[src/rtl/chip_test_sequencer_pkg.sv]
// Shared types and helpers for the chip test sequencer: FSM state encoding,
// default sizing constants and the one-hot tester-select mask generator.
package chip_test_pkg;

    typedef enum logic [2:0] {
        Idle,
        Launch,
        Wait,
        Settle,
        Capture,
        Release,
        Show
    } seq_state_t;

    localparam int N_CHIPS_DEF = 16;
    localparam int TIMEOUT_DEF = 16384;
    localparam int MASK_W      = 32;

    // Callers truncate the result to their own N_CHIPS width.
    function automatic logic [MASK_W-1:0] onehot(input logic [MASK_W-1:0] idx);
        return MASK_W'(1) << idx;
    endfunction

endpackage

[src/rtl/chip_test_sequencer_start_conditioner.sv]
// Start conditioning: rising-edge detector on Start, optionally preceded by a
// 2-flop synchroniser and stability debouncer when START_DEBOUNCE_EN is defined.
module start_conditioner
#(
`ifdef START_DEBOUNCE_EN
    parameter int DEBOUNCE_CYCLES = 65536
`endif
) (
    input  logic clk,
    input  logic rst,
    input  logic start,
    output logic start_pulse
);

`ifdef START_DEBOUNCE_EN
    localparam int DB_W = $clog2(DEBOUNCE_CYCLES);

    logic            sync1;
    logic            sync2;
    logic            level;
    logic            level_q;
    logic [DB_W-1:0] db_cnt;

    // The clean level follows the synchronised input only after it has
    // disagreed with it for DEBOUNCE_CYCLES consecutive cycles.
    always_ff @(posedge clk or posedge rst) begin
        if (rst) begin
            sync1   <= 1'b0;
            sync2   <= 1'b0;
            level   <= 1'b0;
            level_q <= 1'b0;
            db_cnt  <= '0;
        end else begin
            sync1   <= start;
            sync2   <= sync1;
            level_q <= level;
            if (sync2 == level) begin
                db_cnt <= '0;
            end else if (db_cnt == DB_W'(DEBOUNCE_CYCLES - 1)) begin
                level  <= sync2;
                db_cnt <= '0;
            end else begin
                db_cnt <= db_cnt + DB_W'(1);
            end
        end
    end

    assign start_pulse = level & ~level_q;
`else
    logic start_q;

    always_ff @(posedge clk or posedge rst) begin
        if (rst) begin
            start_q <= 1'b0;
        end else begin
            start_q <= start;
        end
    end

    assign start_pulse = start & ~start_q;
`endif

endmodule

[src/rtl/chip_test_sequencer.sv]
// Launches one attached chip tester, waits for Done or timeout, captures RSLT
// and releases the tester. Optional START_DEBOUNCE_EN adds Start debouncing.
module chip_test_sequencer
    import chip_test_pkg::*;
#(
    parameter int N_CHIPS        = N_CHIPS_DEF,
    parameter int SEL_W          = 4,
    parameter int TIMEOUT_CYCLES = TIMEOUT_DEF
`ifdef START_DEBOUNCE_EN
    ,
    parameter int DEBOUNCE_CYCLES = 65536
`endif
) (
    input  logic               Clk,
    input  logic               Reset,
    input  logic               Start,
    input  logic [SEL_W-1:0]   Chip_Sel,
    input  logic [N_CHIPS-1:0] Done_bus,
    input  logic [N_CHIPS-1:0] Rslt_bus,
    output logic [N_CHIPS-1:0] Run_bus,
    output logic [N_CHIPS-1:0] Disp_bus,
    output logic               Busy,
    output logic               Pass,
    output logic               Fail,
    output logic               Timeout,
    output logic               Sel_err,
    output logic [SEL_W-1:0]   Cur_chip
);

    localparam int                CNT_W = $clog2(TIMEOUT_CYCLES);
    localparam logic [CNT_W-1:0]  TERM  = CNT_W'(TIMEOUT_CYCLES - 1);

    seq_state_t       state;
    logic [CNT_W-1:0] cnt;
    logic             start_pulse;
    logic             sel_ok;

`ifdef START_DEBOUNCE_EN
    start_conditioner #(.DEBOUNCE_CYCLES(DEBOUNCE_CYCLES)) u_start (
        .clk        (Clk),
        .rst        (Reset),
        .start      (Start),
        .start_pulse(start_pulse)
    );
`else
    start_conditioner u_start (
        .clk        (Clk),
        .rst        (Reset),
        .start      (Start),
        .start_pulse(start_pulse)
    );
`endif

    assign sel_ok = (MASK_W'(Chip_Sel) < MASK_W'(N_CHIPS));

    // Run and Disp are cleared every cycle so each can only ever be a
    // single-cycle pulse; they are set in mutually exclusive states.
    always_ff @(posedge Clk or posedge Reset) begin
        if (Reset) begin
            state    <= Idle;
            cnt      <= '0;
            Run_bus  <= '0;
            Disp_bus <= '0;
            Busy     <= 1'b0;
            Pass     <= 1'b0;
            Fail     <= 1'b0;
            Timeout  <= 1'b0;
            Sel_err  <= 1'b0;
            Cur_chip <= '0;
        end else begin
            Run_bus  <= '0;
            Disp_bus <= '0;
            case (state)
                Idle, Show: begin
                    if (start_pulse) begin
                        if (sel_ok) begin
                            Cur_chip <= Chip_Sel;
                            Pass     <= 1'b0;
                            Fail     <= 1'b0;
                            Timeout  <= 1'b0;
                            Sel_err  <= 1'b0;
                            Run_bus  <= N_CHIPS'(onehot(MASK_W'(Chip_Sel)));
                            Busy     <= 1'b1;
                            state    <= Launch;
                        end else begin
                            Sel_err <= 1'b1;
                        end
                    end
                end
                Launch: begin
                    cnt   <= '0;
                    state <= Wait;
                end
                Wait: begin
                    // Done is tested first so it wins over the terminal count.
                    if (Done_bus[Cur_chip]) begin
                        state <= Settle;
                    end else if (cnt == TERM) begin
                        Timeout  <= 1'b1;
                        Fail     <= 1'b1;
                        Disp_bus <= N_CHIPS'(onehot(MASK_W'(Cur_chip)));
                        state    <= Release;
                    end else begin
                        cnt <= cnt + CNT_W'(1);
                    end
                end
                Settle: begin
                    state <= Capture;
                end
                Capture: begin
                    Pass     <= Rslt_bus[Cur_chip];
                    Fail     <= ~Rslt_bus[Cur_chip];
                    Disp_bus <= N_CHIPS'(onehot(MASK_W'(Cur_chip)));
                    state    <= Release;
                end
                Release: begin
                    Busy  <= 1'b0;
                    state <= Show;
                end
                default: begin
                    Busy  <= 1'b0;
                    state <= Idle;
                end
            endcase
        end
    end

endmodule
[config.mk]
export PLATFORM = sky130hd
export DESIGN_NAME = chip_test_sequencer
export DESIGN_NICKNAME = d
export VERILOG_FILES = /design/src/rtl/chip_test_sequencer_pkg.sv /design/src/rtl/chip_test_sequencer_start_conditioner.sv /design/src/rtl/chip_test_sequencer.sv
export SDC_FILE = /design/constraint.sdc
export NUM_CORES = 1
export LEC_CHECK = 0
export ABC_AREA = 1
export CAP_MARGIN = 20
export CORE_AREA = 2 2 90 92
export CTS_CLUSTER_DIAMETER = 80
export DETAILED_ROUTE_END_ITERATION = 16
export DIE_AREA = 0 0 92 94
export PLACE_DENSITY = 0.69
export SLEW_MARGIN = 20
export SYNTH_ARGS = -nofsm -noshare
export SYNTH_HDL_FRONTEND = slang
export SYNTH_SLANG_ARGS = --single-unit
[constraint.sdc]
create_clock -name Clk -period 1.7 [get_ports Clk]
set_input_delay 0.34 -clock Clk [delete_from_list [all_inputs] [get_ports Clk]]
set_output_delay 0.34 -clock Clk [all_outputs]
set_load 0.1 [all_outputs]
==> results of run 1 <==
## registers in the layout (all words and copies together), names as in the netlist
signal,count
Run_bus,16
Fail,1
Cur_chip,4
u_start.start_q,1
Pass,1
state,3
Disp_bus,16
cnt,14
Timeout,1
Busy,1
## cell type report
type	instances	area share [%]
Multi-Input combinational cell	271	31.8
Timing Repair Buffer	113	29.5
Sequential cell	58	29.2
Clock buffer	14	3.26
Tap cell	102	2.56
Inverter	32	2.53
Clock inverter	2	1.20
## worst max-delay path, stage by stage, from the launching register on
cell and delay, ps:
dfrtp_2 490, buf_6 170, nand2_2 50, nand2_2 40
nand2_1 60, nand4_1 130, nand3_4 120, nand4_1 160
nand2_2 180, nand2_2 90, nor2_1 120
## metal layers
metal,up-vias,part of all wire (%)
met3,20,5.8
met5,-,0
met4,0,2.3
li1,1408,-
met2,80,51
met1,1387,41
## worst max path at each step
stage,start,cells past startpoint,end
floorplan,Cur_chip[1]$_DFFE_PP0P_,11,cnt[0]$_DFFE_PP0P_
finish,Cur_chip[0]$_DFFE_PP0P_,10,Disp_bus[1]$_DFF_PP0_
CTS,cnt[0]$_DFFE_PP0P_,8,Disp_bus[3]$_DFF_PP0_
global placement,Done_bus[3],11,cnt[5]$_DFFE_PP0P_
detailed placement,Done_bus[10],11,cnt[7]$_DFFE_PP0P_
global route,Cur_chip[0]$_DFFE_PP0P_,10,Disp_bus[1]$_DFF_PP0_
## Yosys cell counts (2+ instances only)
library cell	instances
inv_1	29
nor3_1	5
nand3_2	4
nor2_2	3
o21ai_2	13
a21oi_1	7
nand4_1	7
clkbuf_8	2
nand2_1	97
or2_2	9
inv_2	3
nand3_1	30
buf_12	2
nor2_8	2
nor2_1	48
xor2_1	9
dfrtp_1	58
o21ai_0	6
nand2_4	3
nand2_2	13
## through the flow
stage / instances / power (mW) / hold WS [ps]
after floorplan: 366 / 4.10 / 371
after detailed placement: 559 / 4.99 / 500
after global placement: 559 / 4.94 / 498
after CTS: 576 / 6.54 / 338
final: 592 / 6.94 / 340
after global routing: 592 / 7.32 / 365
## power breakdown
group / switching, mW / internal, mW / total (mW) / leakage (nW)
combinational: 2.39 / 1.32 / 3.71 / 1.35
sequential: 0.250 / 1.53 / 1.78 / 0.786
clock: 0.533 / 0.908 / 1.44 / 0.111
total: 3.18 / 3.76 / 6.94 / 2.24
## what timing repair did
item / 4_1_cts / 5_1_grt
cloned: 1 / 2
pin swaps: 1 / 21
hold endpoints to repair: 0 / 0
buffers inserted: 0 / 14
gates resized for setup: 5 / 34
setup endpoints to repair: 16 / 35
## logic make-up (layout without fill, tap and decap cells)
family                     after synthesis  in the layout  synth area share (%)
and+or+nand+nor                        224            227                  34.8
DFF                                     58             58                  47.2
buffers and inverters                   40            161                  7.00
AOI/OAI and AO/OA                       32             32                  7.57
xor gates and xnor gates                10             10                  2.85
adders and majority gates                1              1                 0.407
other                                    1              1                 0.122
==> metrics.md, run 1 <==
| Metric | Value |
|---|---|
| Status | complete, no violations |
| Clock latency on the worst-skew pair | 330 ps |
| CTS tree | yes |
| Final net count | 525 |
| Post-synth ARST share | 100% |
| Port Buffer Count | 78 |
| Met3 Track Usage GR | 5.94% |
| DR DRC count | 0 |
| Seq/Total Area, Yosys | 47.2% |
| Worst r2r src | Cur_chip[0]$_DFFE_PP0P_ |
| PwrDens | 1390 nW/um2 |
| Synth Net Count | 406 |
| CP Capture Type | register |
| Worst Path Arrival | 1960 ps |
| Most frequent cells in the layout | 84 x nand2_1, 53 x dfrtp_1, 42 x nor2_1, 42 x buf_12, 38 x clkdlybuf4s50_1 |
| Setup CP Type | register to register |
| Overall Global Routing Usage | 19.8% |
| Initial Utilization | 40.4% |
| Worst reg2reg endpoint | Disp_bus[1]$_DFF_PP0_ |
| Met2 Use GR | 33.5% |
| # rows | 32 |
| Max-slew violations | 0 |
| First-pass GRT wire length | 13,400 um |
| Post-synthesis average cell area | 8.40 um2 |
| Final hold violations | 0 |
| Reg2Reg Setup Slack | 6 ps |
| Hold-fix buffers at CTS | 0 |
| Crit-path max FO | 8 |
| Initial antenna violation count | 0 |
| Design area | 4990 um2 |
| Most common cell after layout, fill and taps aside | nand2_1 |
| Required time of the worst setup path | 1970 ps |
| Routed vias | 2,895 |
| Synth warn | 0 |
| Multi-input combinational cell area | 1590 um2 |
| Clock Skew | 6.32 ps |
| Most common flop cell mapped by yosys | dfrtp_1 |
| Routed vias/inst | 4.89 |
| Detail Placement HPWL | 5780 um |
| Area occupied by registers | 1460 um2 |
| Syn-to-layout area delta | 62.3% |
| Setup ws final | 6.42 ps |
| Routed wire length | 8430 um |
| Hold crit path type | input pin to asynchronous set/reset pin |
| Detail Route Antenna Nets | 0 |
| Number of I/O pins | 80 |
| CTS clock-pin slew for the worst setup and hold paths | 70 ps |
| Final core occ | 65.6% |
| 1st-pass router iterations | 4 |
| Placement Setup Slack | -144 ps |
| Max cap viols | 0 |
| # fillers | 601 |
| TritonCTS buffer count | 9 |
| Largest net degree at the start of global routing | 30 |
| Leak pwr | 2.24 nW |
| CTS max path bufs | 2 |
| Setup crit start kind | register |
| Fraction of layout cells with a size suffix above 1 | 36.3% |
| CTS Sinks | 58 |
| N_diodes | 0 |
| 1st-iter DRT viols | 219 |
| Routability congestion estimate | 0.891 |
| Gr busiest metal | met2 |
| EDFF count, synth | 0 |
| Gr ovfl total | 0 |
| Vias in the first global route | 2,839 |
| Register bit count reported by yosys | 58 |
| Achievable Freq | 590 MHz |
| Die Y | 94 um |
| Synth area leader | dfrtp_1 |
| WL/cell | 14.2 um |
| DIE AREA | 8650 um2 |
| Area share of the largest cell type after synthesis | 47.2% |
| Synth cell types | 36 |
| Final setup vio count | 0 |
| Cell Area, Synth | 3070 um2 |
| Cells on worst reg2reg path | 10 |
| M1 GR Usage | 23.4% |
| Setup_tns | 0 ps |
| H-tree depth | 3 |
| Post-route clock period utilization | 99.6% |
| Synth area leaders | dfrtp_1 47%, nand2_1 12%, nor2_1 5.9% |
| Clock root cell | clkbuf_8 |
| Placed cell areas | 4480 um2 |
| Core Footprint | 7610 um2 |
| Max rail drop VDD | 0.742 mV |
| Post-Syn Instances | 366 |
| Tmin final | 1690 ps |
| RSZ-0062 raised after global routing | yes |
| Die width | 92 um |
No activity file was read; power rests on OpenSTA's default activity.
==> run 2: changes to the inputs <==
Settings changed: CELL_PAD_IN_SITES_DETAIL_PLACEMENT set to 1, CELL_PAD_IN_SITES_GLOBAL_PLACEMENT set to 1, CORE_AREA 2 2 90 92 to 2 2 102 104, DIE_AREA 0 0 92 94 to 0 0 104 106, PLACE_DENSITY 0.69 to 0.72, SLEW_MARGIN 20 to not set.
==> metrics.md, run 2 (synthesis gave the netlist of run 1 again) <==
| Metric | Value |
|---|---|
| Status | finished with violations |
| Failing checks | setup timing |
| # rows | 37 (+16%) |
| Tmin final | 1730 ps (+35.6 ps) |
| Gate power share | 56.3% (+2.8 points) |
| Clock Skew | 7.68 ps (+1.36 ps) |
| Crit-path max FO | 6 (-2) |
| CTS tree | yes |
| Most frequent cells in the layout | 83 x nand2_1, 54 x dfrtp_1, 44 x buf_12 |
| WL/cell | 16.1 um (+13%) |
| Final setup vio count | 13 (+13) |
| Worst Path Arrival | 1980 ps (+20 ps) |
| RSZ-0062 raised after global routing | yes |
| Port Buffer Count | 78 (unchanged) |
| CTS max path bufs | 2 (unchanged) |
| Achievable Freq | 578 MHz (-2.1%) |
| Number of I/O pins | 80 (unchanged) |
| First-pass GRT wire length | 16,400 um (+23%) |
| Crit-path cells | ha_2 -> nand2_2 -> nor2_4 -> buf_6 -> nand2_4 -> nor2_4 -> o22ai_4 -> buf_12 -> nand2_4 -> o21ai_2 |
| 1st-iter DRT viols | 114 (-48%) |
| Initial antenna violation count | 0 (unchanged) |
| Largest net degree at the start of global routing | 25 (-17%) |
| Routed wire length | 10,200 um (+20%) |
| Switch Pwr | 3.44 mW (+8.2%) |
| Slowest-stage cell, CP | dfrtp_1 |
| Overall Global Routing Usage | 19.0% (-0.79 points) |
| PwrDens | 1400 nW/um2 (+0.80%) |
| Clock root cell | clkbuf_8 |
| Initial Utilization | 30.7% (-9.7 points) |
| Flop pwr share | 24.6% (-1.1 points) |
| Multi-input combinational cell area | 1660 um2 (+4.6%) |
| Power share of the clock group | 19.2% (-1.6 points) |
| Routed vias | 2,979 (+2.9%) |
| Fraction of layout cells with a size suffix above 1 | 39.1% (+2.7 points) |
| Syn-to-layout area delta | 67.8% |
| Final net count | 530 (+0.95%) |
| Detail Placement HPWL | 7260 um (+26%) |
| Vias in the first global route | 3,238 (+14%) |
| Setup crit start kind | register |
| CTS Sinks | 58 (unchanged) |
| Required time of the worst setup path | 1950 ps (-20 ps) |
| Post-route clock period utilization | 102% (+2.1 points) |
| Slowest stage delay, CP | 360 ps (-130 ps) |
| CTS clock-pin slew for the worst setup and hold paths | 70 ps (about the same) |
| Gr ovfl total | 0 (unchanged) |
| Clock latency on the worst-skew pair | 360 ps (+30 ps) |
| TritonCTS buffer count | 9 (unchanged) |
| CP Capture Type | register |
| Area occupied by registers | 1460 um2 (about the same) |
| Max rail drop VDD | 0.597 mV (-20%) |
| DR DRC count | 0 (unchanged) |
| Hold crit path type | input pin to asynchronous set/reset pin |
| Setup_tns | -227 ps (-227 ps) |
| 1st-pass router iterations | 4 (unchanged) |
| Leak pwr | 2.36 nW (+5.1%) |
| Sw frac | 47.5% (+1.8 points) |
| Int Power | 3.79 mW (+0.85%) |
| Setup ws final | -29.2 ps (-35.6 ps) |
| N_diodes | 0 (unchanged) |
| Detail Route Antenna Nets | 0 (unchanged) |
| Top Registers | Disp_bus x16, Run_bus x16, cnt x14 |
| Total power | 7.23 mW (+4.2%) |
| Most common cell after layout, fill and taps aside | nand2_1 |
| Final hold violations | 0 (unchanged) |
| H-tree depth | 3 (unchanged) |
| Core Footprint | 10000 um2 (+31%) |
| Die Y | 106 um (+13%) |
| Routability congestion estimate | 0.849 (-4.7%) |
| Max cap viols | 0 (unchanged) |
| Routed vias/inst | 4.73 (-3.3%) |
| Max-slew violations | 0 (unchanged) |
| Setup CP Type | register to register |
| DIE AREA | 11,000 um2 (+27%) |
| Die width | 104 um (+13%) |
| # fillers | 1,136 (+89%) |
-- run 2: worst paths after layout --
path,cells past startpoint,from,slack [ps],to
max,10,cnt[0]$_DFFE_PP0P_,-30,cnt[2]$_DFFE_PP0P_
min,2,Reset,350,Busy$_DFFE_PP0P_
max reg2reg,10,cnt[0]$_DFFE_PP0P_,-30,cnt[2]$_DFFE_PP0P_
min reg2reg,2,cnt[13]$_DFFE_PP0P_,540,cnt[13]$_DFFE_PP0P_
max in group asynchronous,3,Reset,910,Cur_chip[2]$_DFFE_PP0P_
min in group Clk,1,Start,460,u_start.start_q$_DFF_PP0_
-- run 2: repair_timing --
item / in CTS / in global routing
pin swaps: 7 / 5
buffers inserted: 4 / 7
hold buffers: 0 / 0
resized for setup: 9 / 49
setup endpoints to repair: 34 / 44
cloned: 2 / 1
-- run 2: per-layer routing --
layer | up-vias | track usage [%] | part of all wire (%)
li1 | 1413 | - | -
met1 | 1475 | 21.6 | 40
met3 | 22 | 6.25 | 5.7
met4 | 0 | 7.63 | 2.2
met2 | 69 | 33.1 | 52
met5 | - | 0 | 0
-- run 2: through the flow --
| stage | area (um2) | setup slack, ps | std cells | utilization, % | hold slack, ps |
|---|---|---|---|---|---|
| 6_report | 5160 | -29.2 | 630 | 51.6 | 345 |
| 5_1_grt | 5160 | -139 | 630 | 51.6 | 375 |
| 4_1_cts | 4900 | -12.3 | 622 | 49.0 | 349 |
| 3_5_place_dp | 4590 | -146 | 601 | 45.9 | 514 |
| 3_3_place_gp | 4590 | -110 | 601 | 45.9 | 496 |
| 2_1_floorplan | 3090 | -239 | 366 | - | 371 |
-- run 2: power by group through the flow --
stage	Sequential [mW]	Clock, mW	Combinational [mW]
global route	1.80	1.48	4.34
floorplan	2.33	0	1.77
CTS	1.77	1.41	3.62
global placement	1.79	0	3.24
finish	1.78	1.39	4.07
detailed placement	1.80	0	3.33
-- run 2: area by class of cell --
cell class,count,area share [%]
Clock buffer,9,2.40
Timing Repair Buffer,118,29.9
Clock inverter,6,1.60
Sequential cell,58,28.2
Tap cell,136,3.30
Inverter,32,2.45
Multi-Input combinational cell,271,32.1
-- run 2: critical path, delay by kind of cell (launching register included) --
family / cells / cell delay [ps]
fa+ha+maj: 1 / 200
buf+inv: 2 / 290
compound gates: 2 / 160
simple gates: 5 / 590
flops: 1 / 360
==> run 3: changes to the inputs <==
Settings changed: ABC_AREA 1 to not set, CORE_AREA 2 2 102 104 to 2 2 94 96, DIE_AREA 0 0 104 106 to 0 0 96 98, PLACE_DENSITY 0.72 to 0.74.
==> metrics.md, run 3 <==
| Metric | Value |
|---|---|
| First-pass GRT wire length | 15,200 um (-7.1%) |
| Initial Utilization | 32.3% (+1.5 points) |
| Worst r2r src | Cur_chip[0]$_DFFE_PP0P_ |
| Crit-path max FO | 5 (-1) |
| TritonCTS buffer count | 9 (unchanged) |
| Port Buffer Count | 78 (unchanged) |
| PwrDens | 1590 nW/um2 (+14%) |
| 1st-iter DRT viols | 130 (+14%) |
| Clock Skew | 11.9 ps (+4.24 ps) |
| Worst setup path start | Cur_chip[0]$_DFFE_PP0P_ |
| Setup ws final | -577 ps (-548 ps) |
| Number of I/O pins | 80 (unchanged) |
| CTS max path bufs | 2 (unchanged) |
| N_diodes | 0 (unchanged) |
| Status | finished with violations |
| Detail Route Antenna Nets | 0 (unchanged) |
| Tmin final | 2280 ps (+548 ps) |
| Synth top cells by count | 58 x dfrtp_1, 33 x nor2_1, 32 x nand2_1 |
| Failing checks | setup timing |
| Area share of the largest cell type after synthesis | 53.1% (+5.9 points) |
| Post-synth ARST share | 100% (unchanged) |
| CP Capture Type | register |
| Max cap viols | 0 (unchanged) |
| Routed wire length | 11,600 um (+14%) |
| Final net count | 428 (-19%) |
| Gr ovfl total | 0 (unchanged) |
| Synth area leader | dfrtp_1 |
| Largest net degree at the start of global routing | 33 (+32%) |
| Total power | 8.04 mW (+11%) |
| Required time of the worst setup path | 1920 ps (-30 ps) |
| Initial antenna violation count | 0 (unchanged) |
| Post-Syn Instances | 255 (-30%) |
| Leak pwr | 2.13 nW (-9.9%) |
| Worst Path Arrival | 2500 ps (+520 ps) |
| Most common cell after layout, fill and taps aside | dfrtp_1 |
| Final hold violations | 0 (unchanged) |
| Setup CP Type | register to register |
| Setup crit start kind | register |
| Overall Global Routing Usage | 21.5% (+2.5 points) |
| Routed vias | 2,740 (-8.0%) |
| Most frequent cells in the layout | 55 x dfrtp_1, 47 x buf_4, 43 x buf_12 |
| Post-route clock period utilization | 134% (+32 points) |
| 1st-pass router iterations | 4 (unchanged) |
| CTS Sinks | 58 (unchanged) |
| Vias in the first global route | 2,854 (-12%) |
| DIE AREA | 9410 um2 (-15%) |
| RSZ-0062 raised after global routing | yes |
| Top Registers | Disp_bus x16, Run_bus x16, cnt x14 |
| Fraction of layout cells with a size suffix above 1 | 47.6% (+8.5 points) |
| Post-synthesis average cell area | 10.7 um2 (+28%) |
| Cell Area, Synth | 2730 um2 (-11%) |
| Register bit count reported by yosys | 58 (unchanged) |
| Detail Placement HPWL | 6690 um (-7.9%) |
| Synth area leaders | dfrtp_1 53%, mux4_2 6.6%, nor2_1 4.5% |
| Layout Cells excl Fill | 501 (-20%) |
| Max rail drop VDD | 0.850 mV (+42%) |
| Most common flop cell mapped by yosys | dfrtp_1 |
| Synth cell types | 48 (+33%) |
| Hold crit path type | input pin to asynchronous set/reset pin |
| Routability congestion estimate | 0.767 (-9.7%) |
| Max-slew violations | 0 (unchanged) |
| Syn-to-layout area delta | 84.7% |
| CTS clock-pin slew for the worst setup and hold paths | 80 ps (about the same) |
| Final setup vio count | 39 (+26) |
| Synth warn | 0 (unchanged) |
| Clock root cell | clkbuf_8 |
| Core Footprint | 8470 um2 (-15%) |
| WL/cell | 23.1 um (+43%) |
| Seq/Total Area, Yosys | 53.1% (+5.9 points) |
| EDFF count, synth | 0 (unchanged) |
| Most common cell in the synthesized netlist | dfrtp_1 |
| Clock latency on the worst-skew pair | 340 ps (-20 ps) |
| DP Cell Count | 470 (-22%) |
| CTS tree | yes |
| Synth Net Count | 295 (-27%) |
| DR DRC count | 0 (unchanged) |
| H-tree depth | 3 (unchanged) |
| Routed vias/inst | 5.47 (+16%) |
| Achievable Freq | 439 MHz (-24%) |
| Die width | 96 um (-7.7%) |
| # rows | 34 (-8.1%) |
| Die Y | 98 um (-7.5%) |
## run 3: cell count changes after synthesis, sizes merged, moves of 7 or more
cell | previous run | this run
nand2 | 114 | 32
mux2i | 0 | 7
inv | 32 | 2
nor3 | 5 | 14
nand3 | 34 | 9
or2 | 10 | 2
xor2 | 9 | 1
nand2b | 0 | 8
mux4 | 0 | 8
o21ai | 20 | 7
nor2 | 54 | 34
## run 3: logic make-up after synthesis
| logic type | synth area share (%) |
|---|---|
| other | 0.137 |
| and+or+nand+nor | 24.4 |
| AOI/OAI and AO/OA | 7.60 |
| xor gates and xnor gates | 0.321 |
| adders and majority gates | 0.458 |
| buffers and inverters | 3.16 |
| muxes | 10.8 |
| DFF | 53.1 |
## run 3: what timing repair did
action	CTS	global route
gates cloned	0	1
resized for setup	23	52
pin swaps	9	18
hold buffers	0	0
buffers inserted	3	12
setup endpoints to repair	46	53
## run 3: cell type report
cell class	count	area (um2)
Sequential cell	58	1460
Multi-Input combinational cell	181	1510
Tap cell	108	135
Clock inverter	4	97.6
Inverter	2	11.3
Fill cell	837	3420
Clock buffer	12	155
Timing Repair Buffer	136	1680
## run 3: power breakdown
group          switching, mW  leakage [nW]  internal (mW)
Combinational           2.64          1.22           1.90
Clock                  0.626         0.123           1.06
Sequential             0.255         0.784           1.56
Total                   3.52          2.13           4.52
## run 3: critical path, stage by stage (launching register included)
cell and delay (ps):
dfrtp_2 450, mux4_2 540, mux2_4 320, mux2i_1 190, buf_4 180, buf_4 120
nor3_2 40, nor4_1 330
## run 3: path summary, 6_finish.rpt
kind,slack (ps),depth (start not counted),end
hold reg to reg,520,1,cnt[10]$_DFFE_PP0P_
setup reg to reg,-580,7,Fail$_DFFE_PP0P_
max in group asynchronous,930,3,Cur_chip[0]$_DFFE_PP0P_
hold / removal,300,2,cnt[5]$_DFFE_PP0P_
setup / recovery,-580,7,Fail$_DFFE_PP0P_
min in group Clk,520,1,u_start.start_q$_DFF_PP0_
## run 3: routing by layer
layer / global-route usage (%) / vias to the layer above / part of all wire [%]
li1: - / 1173 / -
met1: 25.4 / 1407 / 36
met2: 38.2 / 127 / 56
met3: 4.55 / 33 / 4.4
met4: 7.25 / 0 / 3.9
met5: 0 / - / 0
## run 3: per-stage QoR
stage | utilization, % | setup slack, ps | hold slack, ps | TNS [ps] | area [um2]
CTS | 55.9 | -481 | 304 | -14090 | 4740
global placement | 51.4 | -681 | 510 | -23030 | 4350
floorplan | - | -799 | 371 | -24520 | 2760
detailed placement | 51.4 | -782 | 508 | -27330 | 4350
global route | 59.6 | -666 | 312 | -20420 | 5050
finish | 59.6 | -577 | 295 | -17690 | 5050
